`config.mk`:
```
export PLATFORM = sky130hd
export DESIGN_NAME = sd_host_cmd
export DESIGN_NICKNAME = d
export VERILOG_FILES = /design/src/rtl/sd_host_cmd.sv
export SDC_FILE = /design/constraint.sdc
export NUM_CORES = 1
export LEC_CHECK = 0
export CAP_MARGIN = 20
export CORE_ASPECT_RATIO = 0.5
export CORE_MARGIN = 2
export CORE_UTILIZATION = 48
export CTS_CLUSTER_SIZE = 20
export DETAILED_ROUTE_END_ITERATION = 10
export PLACE_DENSITY = 0.74
export SLEW_MARGIN = 20
export SYNTH_ARGS = -nofsm -noshare
export SYNTH_HDL_FRONTEND = slang
export SYNTH_SLANG_ARGS = --single-unit
```
`constraint.sdc`:
```
create_clock -name clk -period 2.7 [get_ports clk]
set_clock_uncertainty 0.2 [all_clocks]
set_input_delay 0.81 -clock clk [delete_from_list [all_inputs] [get_ports clk]]
set_output_delay 0.81 -clock clk [all_outputs]
set_load 0.005 [all_outputs]
```
`src/rtl/sd_host_cmd.sv`:
```
`default_nettype none
// ============================================================================
// Module   : sd_host_cmd
// Purpose  : SD CMD-line host engine. Divides clk into sdclk, sends a 48-bit
//            command frame with CRC7, then captures and checks the response.
// Revision : 1.0  initial release
// ============================================================================
module sd_host_cmd #(
    parameter int CLK_DIV = 62,
    parameter int TIMEOUT = 64
) (
    input  logic         clk,
    input  logic         rst_n,
    input  logic         start,
    input  logic [5:0]   cmd_index,
    input  logic [31:0]  cmd_arg,
    input  logic [1:0]   resp_type,
    output logic         busy,
    output logic         done,
    output logic         resp_timeout,
    output logic         resp_crc_err,
    output logic [135:0] resp,
    output logic         sdclk,
    output logic         sdcmd_o,
    output logic         sdcmd_oe,
    input  logic         sdcmd_i
);

    localparam int DIV_W = (CLK_DIV > 1) ? $clog2(CLK_DIV) : 1;
    localparam int TO_W  = $clog2(TIMEOUT + 1);

    typedef enum logic [2:0] {
        S_IDLE = 3'd0,
        S_SEND = 3'd1,
        S_WAIT = 3'd2,
        S_RECV = 3'd3,
        S_GAP  = 3'd4
    } state_e;

    state_e             state_q, state_d;
    logic [DIV_W-1:0]   div_q;
    logic               sdclk_q;
    logic [47:0]        frame_q, frame_d;
    logic [1:0]         type_q, type_d;
    logic [7:0]         bcnt_q, bcnt_d;
    logic [TO_W-1:0]    tcnt_q, tcnt_d;
    logic [6:0]         crc_q, crc_d;
    logic [135:0]       resp_q, resp_d;
    logic               to_q, to_d;
    logic               crcerr_q, crcerr_d;
    logic               done_q, done_d;
    logic               cmd_o_q, cmd_o_d;
    logic               cmd_oe_q, cmd_oe_d;

    logic               wrap, fall_tick, rise_tick;
    logic [135:0]       resp_shift;
    logic               crc_en;
    logic [7:0]         last_bit;

    function automatic logic [6:0] crc7_next(input logic [6:0] crc, input logic b);
        logic fb;
        fb = b ^ crc[6];
        return {crc[5:0], 1'b0} ^ {3'b000, fb, 2'b00, fb};
    endfunction

    function automatic logic [47:0] build_frame(input logic [5:0] idx, input logic [31:0] arg);
        logic [39:0] msg;
        logic [6:0]  crc;
        msg = {2'b01, idx, arg};
        crc = '0;
        for (int i = 39; i >= 0; i--) begin
            crc = crc7_next(crc, msg[i]);
        end
        return {msg, crc, 1'b1};
    endfunction

    // Ticks are flagged in the cycle before sdclk actually toggles, so the
    // CMD output changes on the same clk edge that drops sdclk.
    assign wrap      = (div_q == DIV_W'(CLK_DIV - 1));
    assign fall_tick = wrap & sdclk_q;
    assign rise_tick = wrap & ~sdclk_q;

    always_comb begin
        state_d    = state_q;
        frame_d    = frame_q;
        type_d     = type_q;
        bcnt_d     = bcnt_q;
        tcnt_d     = tcnt_q;
        crc_d      = crc_q;
        resp_d     = resp_q;
        to_d       = to_q;
        crcerr_d   = crcerr_q;
        done_d     = 1'b0;
        cmd_o_d    = cmd_o_q;
        cmd_oe_d   = cmd_oe_q;
        resp_shift = {resp_q[134:0], sdcmd_i};
        last_bit   = (type_q == 2'd3) ? 8'd135 : 8'd47;
        crc_en     = (type_q == 2'd3) ? ((bcnt_q >= 8'd8) && (bcnt_q < 8'd128))
                                      : (bcnt_q < 8'd40);

        case (state_q)
            S_IDLE: begin
                if (start) begin
                    state_d  = S_SEND;
                    frame_d  = build_frame(cmd_index, cmd_arg);
                    type_d   = resp_type;
                    bcnt_d   = 8'd0;
                    resp_d   = '0;
                    to_d     = 1'b0;
                    crcerr_d = 1'b0;
                end
            end
            S_SEND: begin
                if (fall_tick) begin
                    if (bcnt_q == 8'd48) begin
                        cmd_oe_d = 1'b0;
                        cmd_o_d  = 1'b1;
                        bcnt_d   = 8'd0;
                        tcnt_d   = '0;
                        state_d  = (type_q == 2'd0) ? S_GAP : S_WAIT;
                    end else begin
                        cmd_oe_d = 1'b1;
                        cmd_o_d  = frame_q[47];
                        frame_d  = {frame_q[46:0], 1'b0};
                        bcnt_d   = bcnt_q + 8'd1;
                    end
                end
            end
            S_WAIT: begin
                if (rise_tick) begin
                    if (!sdcmd_i) begin
                        state_d = S_RECV;
                        resp_d  = resp_shift;
                        bcnt_d  = 8'd1;
                        crc_d   = '0;
                    end else if (tcnt_q == TO_W'(TIMEOUT - 1)) begin
                        to_d    = 1'b1;
                        bcnt_d  = 8'd0;
                        state_d = S_GAP;
                    end else begin
                        tcnt_d  = tcnt_q + 1'b1;
                    end
                end
            end
            S_RECV: begin
                // bcnt_q counts bits already held; the incoming one is bit bcnt_q+1.
                if (rise_tick) begin
                    resp_d = resp_shift;
                    bcnt_d = bcnt_q + 8'd1;
                    if (crc_en) begin
                        crc_d = crc7_next(crc_q, sdcmd_i);
                    end
                    if (bcnt_q == last_bit) begin
                        crcerr_d = ~resp_shift[0] |
                                   ((type_q != 2'd2) && (crc_q != resp_shift[7:1]));
                        bcnt_d   = 8'd0;
                        state_d  = S_GAP;
                    end
                end
            end
            S_GAP: begin
                if (rise_tick) begin
                    if (bcnt_q == 8'd7) begin
                        done_d  = 1'b1;
                        state_d = S_IDLE;
                    end else begin
                        bcnt_d  = bcnt_q + 8'd1;
                    end
                end
            end
            default: state_d = S_IDLE;
        endcase
    end

    always_ff @(posedge clk or negedge rst_n) begin
        if (!rst_n) begin
            state_q  <= S_IDLE;
            div_q    <= '0;
            sdclk_q  <= 1'b0;
            frame_q  <= '0;
            type_q   <= 2'd0;
            bcnt_q   <= 8'd0;
            tcnt_q   <= '0;
            crc_q    <= '0;
            resp_q   <= '0;
            to_q     <= 1'b0;
            crcerr_q <= 1'b0;
            done_q   <= 1'b0;
            cmd_o_q  <= 1'b1;
            cmd_oe_q <= 1'b0;
        end else begin
            div_q    <= wrap ? '0 : div_q + 1'b1;
            sdclk_q  <= sdclk_q ^ wrap;
            state_q  <= state_d;
            frame_q  <= frame_d;
            type_q   <= type_d;
            bcnt_q   <= bcnt_d;
            tcnt_q   <= tcnt_d;
            crc_q    <= crc_d;
            resp_q   <= resp_d;
            to_q     <= to_d;
            crcerr_q <= crcerr_d;
            done_q   <= done_d;
            cmd_o_q  <= cmd_o_d;
            cmd_oe_q <= cmd_oe_d;
        end
    end

    assign busy         = (state_q != S_IDLE);
    assign done         = done_q;
    assign resp_timeout = to_q;
    assign resp_crc_err = crcerr_q;
    assign resp         = resp_q;
    assign sdclk        = sdclk_q;
    assign sdcmd_o      = cmd_o_q;
    assign sdcmd_oe     = cmd_oe_q;

endmodule
`default_nettype wire

```
==> summary.md, run 1 <==
| Metric | Value |
|---|---|
| Status | `finished with violations` |
| Failing checks | `negative setup slack` |
| Gp weighted congestion | `0.829` |
| I/O pin cnt | `187` |
| Routed Antenna Nets | `0` |
| FFs w/ async S/R, synth | `100%` |
| H-Tree Depth | `1` |
| Sequential area share after synthesis | `53.5%` |
| Lkg Pwr | `6.98 nW` |
| Mapped Nets | `1208` |
| Nets | `1442` |
| Final HPWL DP | `17900 um` |
| Maximum number of pins on one net before global-route repair | `137` |
| Min-delay worst type | `in2async` |
| Top-area cell type share of the netlist area | `53.3%` |
| Crit. Startpoint | `cmd_index[4]` |
| Total CTS buffers | `21` |
| Slew headroom | `53.4%` |
| Drt pass-1 iters | `5` |
| TritonCTS Sinks | `223` |
| Yosys reg bits | `223` |
| Crit path kind | `in2reg` |
| Crit path DAT | `3.05 ns` |
| Cts hold-fix bufs | `0` |
| First-pass GRT wire length | `44600 um` |
| Clk root buf | `clkbuf_16` |
| # rows | `38` |
| Fin. Hold Viols | `0` |
| Final min period | `2.85 ns` |
| Slew Viols, Final | `0` |
| GRT met3 Usage | `5.00%` |
| YS warnings | `0` |
| GR peak layer | `met2` |
| CTS tree | `built` |
| Drt wl/cell | `16.5 um` |
| Max-Cap Viols | `0` |
| CP endpoint kind | `flop` |
| CP Cell Sequence | `buf_6 -> xnor3_2 -> buf_6 -> xnor3_2 -> buf_6 -> xnor3_1 -> xnor3_1 -> xnor2_1 -> nor2_1 -> o21ai_1` |
| Final Routed Wirelength | `28200 um` |
| Met1 GRT Util | `32.1%` |
| Cell taking the most area after synthesis | `dfrtp_1` |
| Layout cell share with drive strength beyond 1 | `14.5%` |
| Initial Utilization | `48.5%` |
| Initial antenna violation count | `0` |
| CTS clk-pin slew, worst paths | `0.07 ns` |
| Synth Flop Type | `dfrtp_1` |
| Worst setup margin | `-0.152 ns` |
| Fin Hold WS | `0.0147 ns` |
| PortBufs | `186` |
| Die Span Y | `108 um` |
| Total GRT Usage | `24.0%` |
| DIE AREA | `23000 um2` |
| Post-synthesis cell area | `10400 um2` |
| Worst skew pair latency | `0.51 ns` |
| Max Clock Freq | `351 MHz` |
| Critical Path RT | `2.90 ns` |
| Initial DRC Count | `801` |
| Power Dens Cells | `870 nW/um2` |
| Post-synthesis cell count | `1157` |
| Worst r2r src | `state_q[0]` |
| Syn avg cell area | `9.01 um2` |
| Vias per cell | `5.28` |
| Vias | `8998` |
| Clk buf depth | `3` |
| Number of flops mapped to enable cells by yosys | `0` |
| DRC errors left | `0` |
| Actual slew at the worst max-slew pin | `0.694 ns` |
| Reg2Reg Setup Slack | `0.05 ns` |
| N_diodes | `0` |
| Critical Path Max Stage Delay | `0.45 ns` |
| Kind of start point of the critical path | `input port` |
| VDD IR max | `0.000586 V` |
| Crit-path max FO | `4` |
| Met2 usage in global routing | `40.3%` |
| Die Width | `212 um` |
| Setup violations, final | `7` |
| CP most frequent cell | `buf_6` |
| CP max-delay cell | `xnor3_2` |
| P&R area growth vs syn | `36.7%` |
| R2r endpoint | `frame_q[2]` |
| Post-synth top cells | `nand2_1, dfrtp_1, nand3_1, nor2_1, clkbuf_1` |
| Top post-synthesis cells by area | `dfrtp_1, nand2_1, nand3_1` |
| Most common cell in the netlist | `nand2_1` |
| Core area | `21500 um2` |
| RSZ-0062 raised after global routing | `yes` |
| Remaining global-route overflow | `0` |
| Number of global-route vias before repair | `8786` |
| Final period util | `106%` |
| Path depth of the worst reg2reg path | `7` |
| Distinct cells, synth | `50` |
| Fin Setup TNS | `-0.630 ns` |
-- placed cells by master, fill, tap and decap left out, types with 4 or more instances in the layout --
cell,netlist,routed
clkinv_2,0,4
o21ai_0,34,32
buf_12,0,13
nor2b_1,6,4
and2_1,4,4
clkbuf_8,0,4
dfrtp_1,222,221
nand2b_1,8,7
a21oi_1,13,12
nand2_1,377,376
nor2_1,69,67
buf_6,0,12
buf_4,0,81
clkdlybuf4s50_1,0,164
clkbuf_2,0,5
xnor3_2,3,10
nand3_1,154,154
o21ai_1,2,4
xnor3_1,12,5
mux2_2,5,5
o31ai_1,8,7
xnor2_1,41,24
a31oi_1,42,42
dlygate4sd2_1,0,6
xnor2_2,2,16
clkbuf_16,0,21
xor2_1,10,8
inv_1,16,15
ha_1,7,7
-- power breakdown --
part	leakage (nW)	internal (mW)	total, mW	switching, mW
logic	3.70	2.28	5.21	2.94
clock network	0.353	1.83	3.13	1.30
registers	2.92	3.78	4.05	0.272
total	6.98	7.89	12.4	4.51
-- metal layers --
metal | routed length [um] | vias up
li1 | - | 4297
met1 | 12000 | 4430
met2 | 14000 | 225
met3 | 1450 | 46
met4 | 644 | 0
met5 | 0 | -
-- timing repair --
item / 4_1_cts / 5_1_grt
endpoints found under the hold margin: 0 / 0
setup buffers: 12 / 9
pin swaps: 30 / 25
endpoints found under the setup margin: 10 / 15
gates resized for setup: 72 / 34
-- worst max-delay path by stage --
| stage | cells after the start | slack (ns) | end |
|---|---|---|---|
| floorplan | 7 | -0.23 | frame_q[1] |
| global placement | 8 | -0.86 | frame_q[4] |
| detailed placement | 8 | -0.98 | frame_q[4] |
| CTS | 10 | -0.1 | frame_q[5] |
| global route | 10 | -0.16 | frame_q[2] |
| finish | 10 | -0.15 | frame_q[2] |
-- worst max-delay path, delay by kind of cell --
kind	cells	cell delay, ns
xor+xnor	5	1.59
compound gates	1	0.22
buf+inv	3	0.36
simple gates	1	0.06
-- cell families (layout without fill, tap and decap cells) --
kind of cell,after synthesis,after routing,synth area share (%)
and+or+nand+nor,640,640,26.0
DFF,223,223,53.5
AOI/OAI and AO/OA,119,119,6.91
buffers and inverters,90,337,3.25
xor gates and xnor gates,73,73,8.95
adders and majority gates,7,7,0.840
muxes,5,5,0.540
-- final cells by class --
| type | instances | area (um2) |
|---|---|---|
| Clock buffer | 27 | 588 |
| Clock inverter | 9 | 126 |
| Fill cell | 1688 | 7240 |
| Inverter | 16 | 60.1 |
| Multi-Input combinational cell | 844 | 4750 |
| Sequential cell | 223 | 5580 |
| Tap cell | 300 | 375 |
| Timing Repair Buffer | 285 | 2770 |
-- flip-flops by register name, summed over array words and instances (netlist names), 2 cells and up --
signal   flops
resp       136
frame_q     48
bcnt_q       8
crc_q        7
tcnt_q       7
div_q        6
state_q      3
type_q       2
-- stage by stage --
stage | instance area (um2) | utilization (%) | power, mW | setup WS (ns) | instances
after floorplan | 10500 | - | 7.15 | -0.232 | 1157
after global placement | 13200 | 61.5 | 8.52 | -0.862 | 1648
after detailed placement | 13200 | 61.5 | 8.68 | -0.977 | 1648
after CTS | 14100 | 65.7 | 12.1 | -0.0968 | 1696
after global routing | 14200 | 66.3 | 13.1 | -0.159 | 1704
final | 14200 | 66.3 | 12.4 | -0.152 | 1704
Power figures use the tool's default switching activity.
==> inputs of run 2 (changes only) <==
CORE_UTILIZATION = 53   (was 48)
CTS_CLUSTER_SIZE = unset   (was 20)
PLACE_DENSITY = 0.77   (was 0.74)
clock period = 3.25 ns   (was 2.7 ns; I/O delays follow)
==> run 2 against run 1 <==
The run now ends clean. Non-clock buffer count shrank 35. Global-route usage grew 0.91 points. Sequential power shrank 17%. Via count shrank 2.3%. Cell area shrank 3.1%. Combinational power shrank 27%. Final cell count shrank 3.9%. Count of clock-buffer cells in the layout shrank 3. Total power shrank 21%. Routed wire length shrank 6.8%. Utilization grew 5.0 points. Die area shrank 9.2%. Largest cell class unchanged. Highest routed layer unchanged.
==> summary.md, run 2 (synthesis results as in run 1) <==
| Metric | Value |
|---|---|
| Max-Cap Viols | `0 (unchanged)` |
| Initial antenna violation count | `0 (unchanged)` |
| H-Tree Depth | `1 (unchanged)` |
| CTS tree | `built` |
| Number of global-route vias before repair | `8462 (-3.7%)` |
| Clk root buf | `clkbuf_16` |
| Fin. Hold Viols | `0 (unchanged)` |
| VDD IR max | `0.000411 V (-30%)` |
| DIE AREA | `20900 um2 (-9.2%)` |
| Gp weighted congestion | `0.871 (+5.1%)` |
| CP endpoint kind | `flop` |
| Drt wl/cell | `16.0 um (-3.0%)` |
| Remaining global-route overflow | `0 (unchanged)` |
| Power Dens Cells | `710 nW/um2 (-18%)` |
| Post-Layout Cell Count | `1637 (-3.9%)` |
| Most common cell after layout, fill and taps aside | `nand2_1` |
| WP buf/inv | `2 (-1)` |
| Drt pass-1 iters | `5 (unchanged)` |
| CP max-delay cell | `clkdlybuf4s50_1` |
| Setup violations, final | `0 (-7)` |
| N_diodes | `0 (unchanged)` |
| TritonCTS Sinks | `223 (unchanged)` |
| Met2 routed WL | `12700 um (-9.3%)` |
| Wire length on met3 | `1370 um (-5.4%)` |
| Initial Utilization | `53.8% (+5.3 points)` |
| Total CTS buffers | `21 (unchanged)` |
| CP Cell Sequence | `clkdlybuf4s50_1 -> xnor2_2 -> xnor3_2 -> buf_6 -> xor3_1 -> xnor3_2 -> xnor2_2 -> o22ai_1` |
| I/O pin cnt | `187 (unchanged)` |
| Min-delay worst type | `in2async` |
| Slew Viols, Final | `0 (unchanged)` |
| Die Span Y | `103 um (-4.7%)` |
| Critical Path RT | `3.47 ns (+0.57 ns)` |
| Commonest cells after routing, fill and taps aside | `nand2_1, dfrtp_1, clkdlybuf4s50_1, nand3_1, nor2_1` |
| Max Clock Freq | `311 MHz` |
| Layout cell share with drive strength beyond 1 | `9.70% (-4.8 points)` |
| Vias | `8792 (-2.3%)` |
| Crit path DAT | `3.43 ns (+0.38 ns)` |
| Crit path kind | `in2reg` |
| Final HPWL DP | `17600 um (-1.9%)` |
| # rows | `36 (-5.3%)` |
| Final period util | `98.8%` |
| Reg2Reg Setup Slack | `0.37 ns (+0.32 ns)` |
| First-pass GRT wire length | `42600 um (-4.7%)` |
| Die Width | `202 um (-4.7%)` |
| Worst skew pair latency | `0.50 ns (about the same)` |
| Placement Setup Slack | `-0.629 ns (+0.348 ns)` |
| Total GRT Usage | `24.9% (+0.91 points)` |
| Uppermost layer routed | `met4` |
| Crit-path max FO | `4 (unchanged)` |
| Status | `finished clean` |
| Vias per cell | `5.37 (+1.7%)` |
| Routed Antenna Nets | `0 (unchanged)` |
| Clk buf depth | `3 (unchanged)` |
| Core area | `19400 um2 (-9.9%)` |
| Final Routed Wirelength | `26200 um (-6.8%)` |
| Maximum number of pins on one net before global-route repair | `87 (-36%)` |
| Nets | `1407 (-2.4%)` |
| Tot Pwr | `9.80 mW (-21%)` |
| Wl on met1 | `11600 um (-3.6%)` |
| Max FFs per register | `136 (unchanged)` |
| Final min period | `3.21 ns` |
| CTS clk-pin slew, worst paths | `0.07 ns (about the same)` |
| Actual slew at the worst max-slew pin | `0.916 ns (+0.221 ns)` |
| DRC errors left | `0 (unchanged)` |
| Fin Hold WS | `0.222 ns (+0.208 ns)` |
| Critical Path Max Stage Delay | `0.54 ns (+0.09 ns)` |
| P&R area growth vs syn | `32.4%` |
| Dpl cells | `1592 (-3.4%)` |
| Initial DRC Count | `654 (-18%)` |
| Fin Setup TNS | `0 ns (+0.630 ns)` |
| Kind of start point of the critical path | `input port` |
| PortBufs | `186 (unchanged)` |
| Cts hold-fix bufs | `0 (unchanged)` |
| Slew headroom | `38.6% (-15 points)` |
| Worst setup margin | `0.0391 ns (+0.191 ns)` |
| Top delay family on crit path | `XOR/XNOR gates` |
| Lkg Pwr | `6.77 nW (-3.0%)` |
-- run 2: worst paths after layout --
path,start,end,depth (start not counted)
max,cmd_arg[29],frame_q[4],8
min,rst_n,resp[106],1
max in group asynchronous,rst_n,sdcmd_o,2
min reg2reg,resp[135],resp[135],2
min in group clk,resp[135],resp[135],2
max reg2reg,div_q[1],bcnt_q[6],12
-- run 2: cell type report --
type                            count  area [um2]
Clock inverter                     14         184
Tap cell                          266         333
Sequential cell                   223        5580
Inverter                           16        60.1
Clock buffer                       24         547
Multi-Input combinational cell    844        4600
Fill cell                        1426        5570
Timing Repair Buffer              250        2490
-- run 2: metal layers --
metal,vias to the layer above,GRT usage (%)
met3,39,5.23
li1,4233,-
met5,-,0
met4,0,6.23
met2,212,42.1
met1,4308,33.5
-- run 2: timing repair --
action | 4_1_cts | 5_1_grt
buffers inserted | 4 | 3
resized for setup | 12 | 10
pin swaps | 9 | 13
setup endpoints to repair | 5 | 6
-- run 2: report_power, final --
part	internal [mW]	total [mW]	switching [mW]
combinational	1.61	3.80	2.19
sequential	3.14	3.38	0.236
clock	1.54	2.63	1.09
-- run 2: stage by stage --
step / area, um2 / utilization [%]
4_1_cts: 13700 / 70.9
3_3_place_gp: 12900 / 66.8
3_5_place_dp: 12900 / 66.8
2_1_floorplan: 10400 / -
6_report: 13800 / 71.3
5_1_grt: 13800 / 71.3
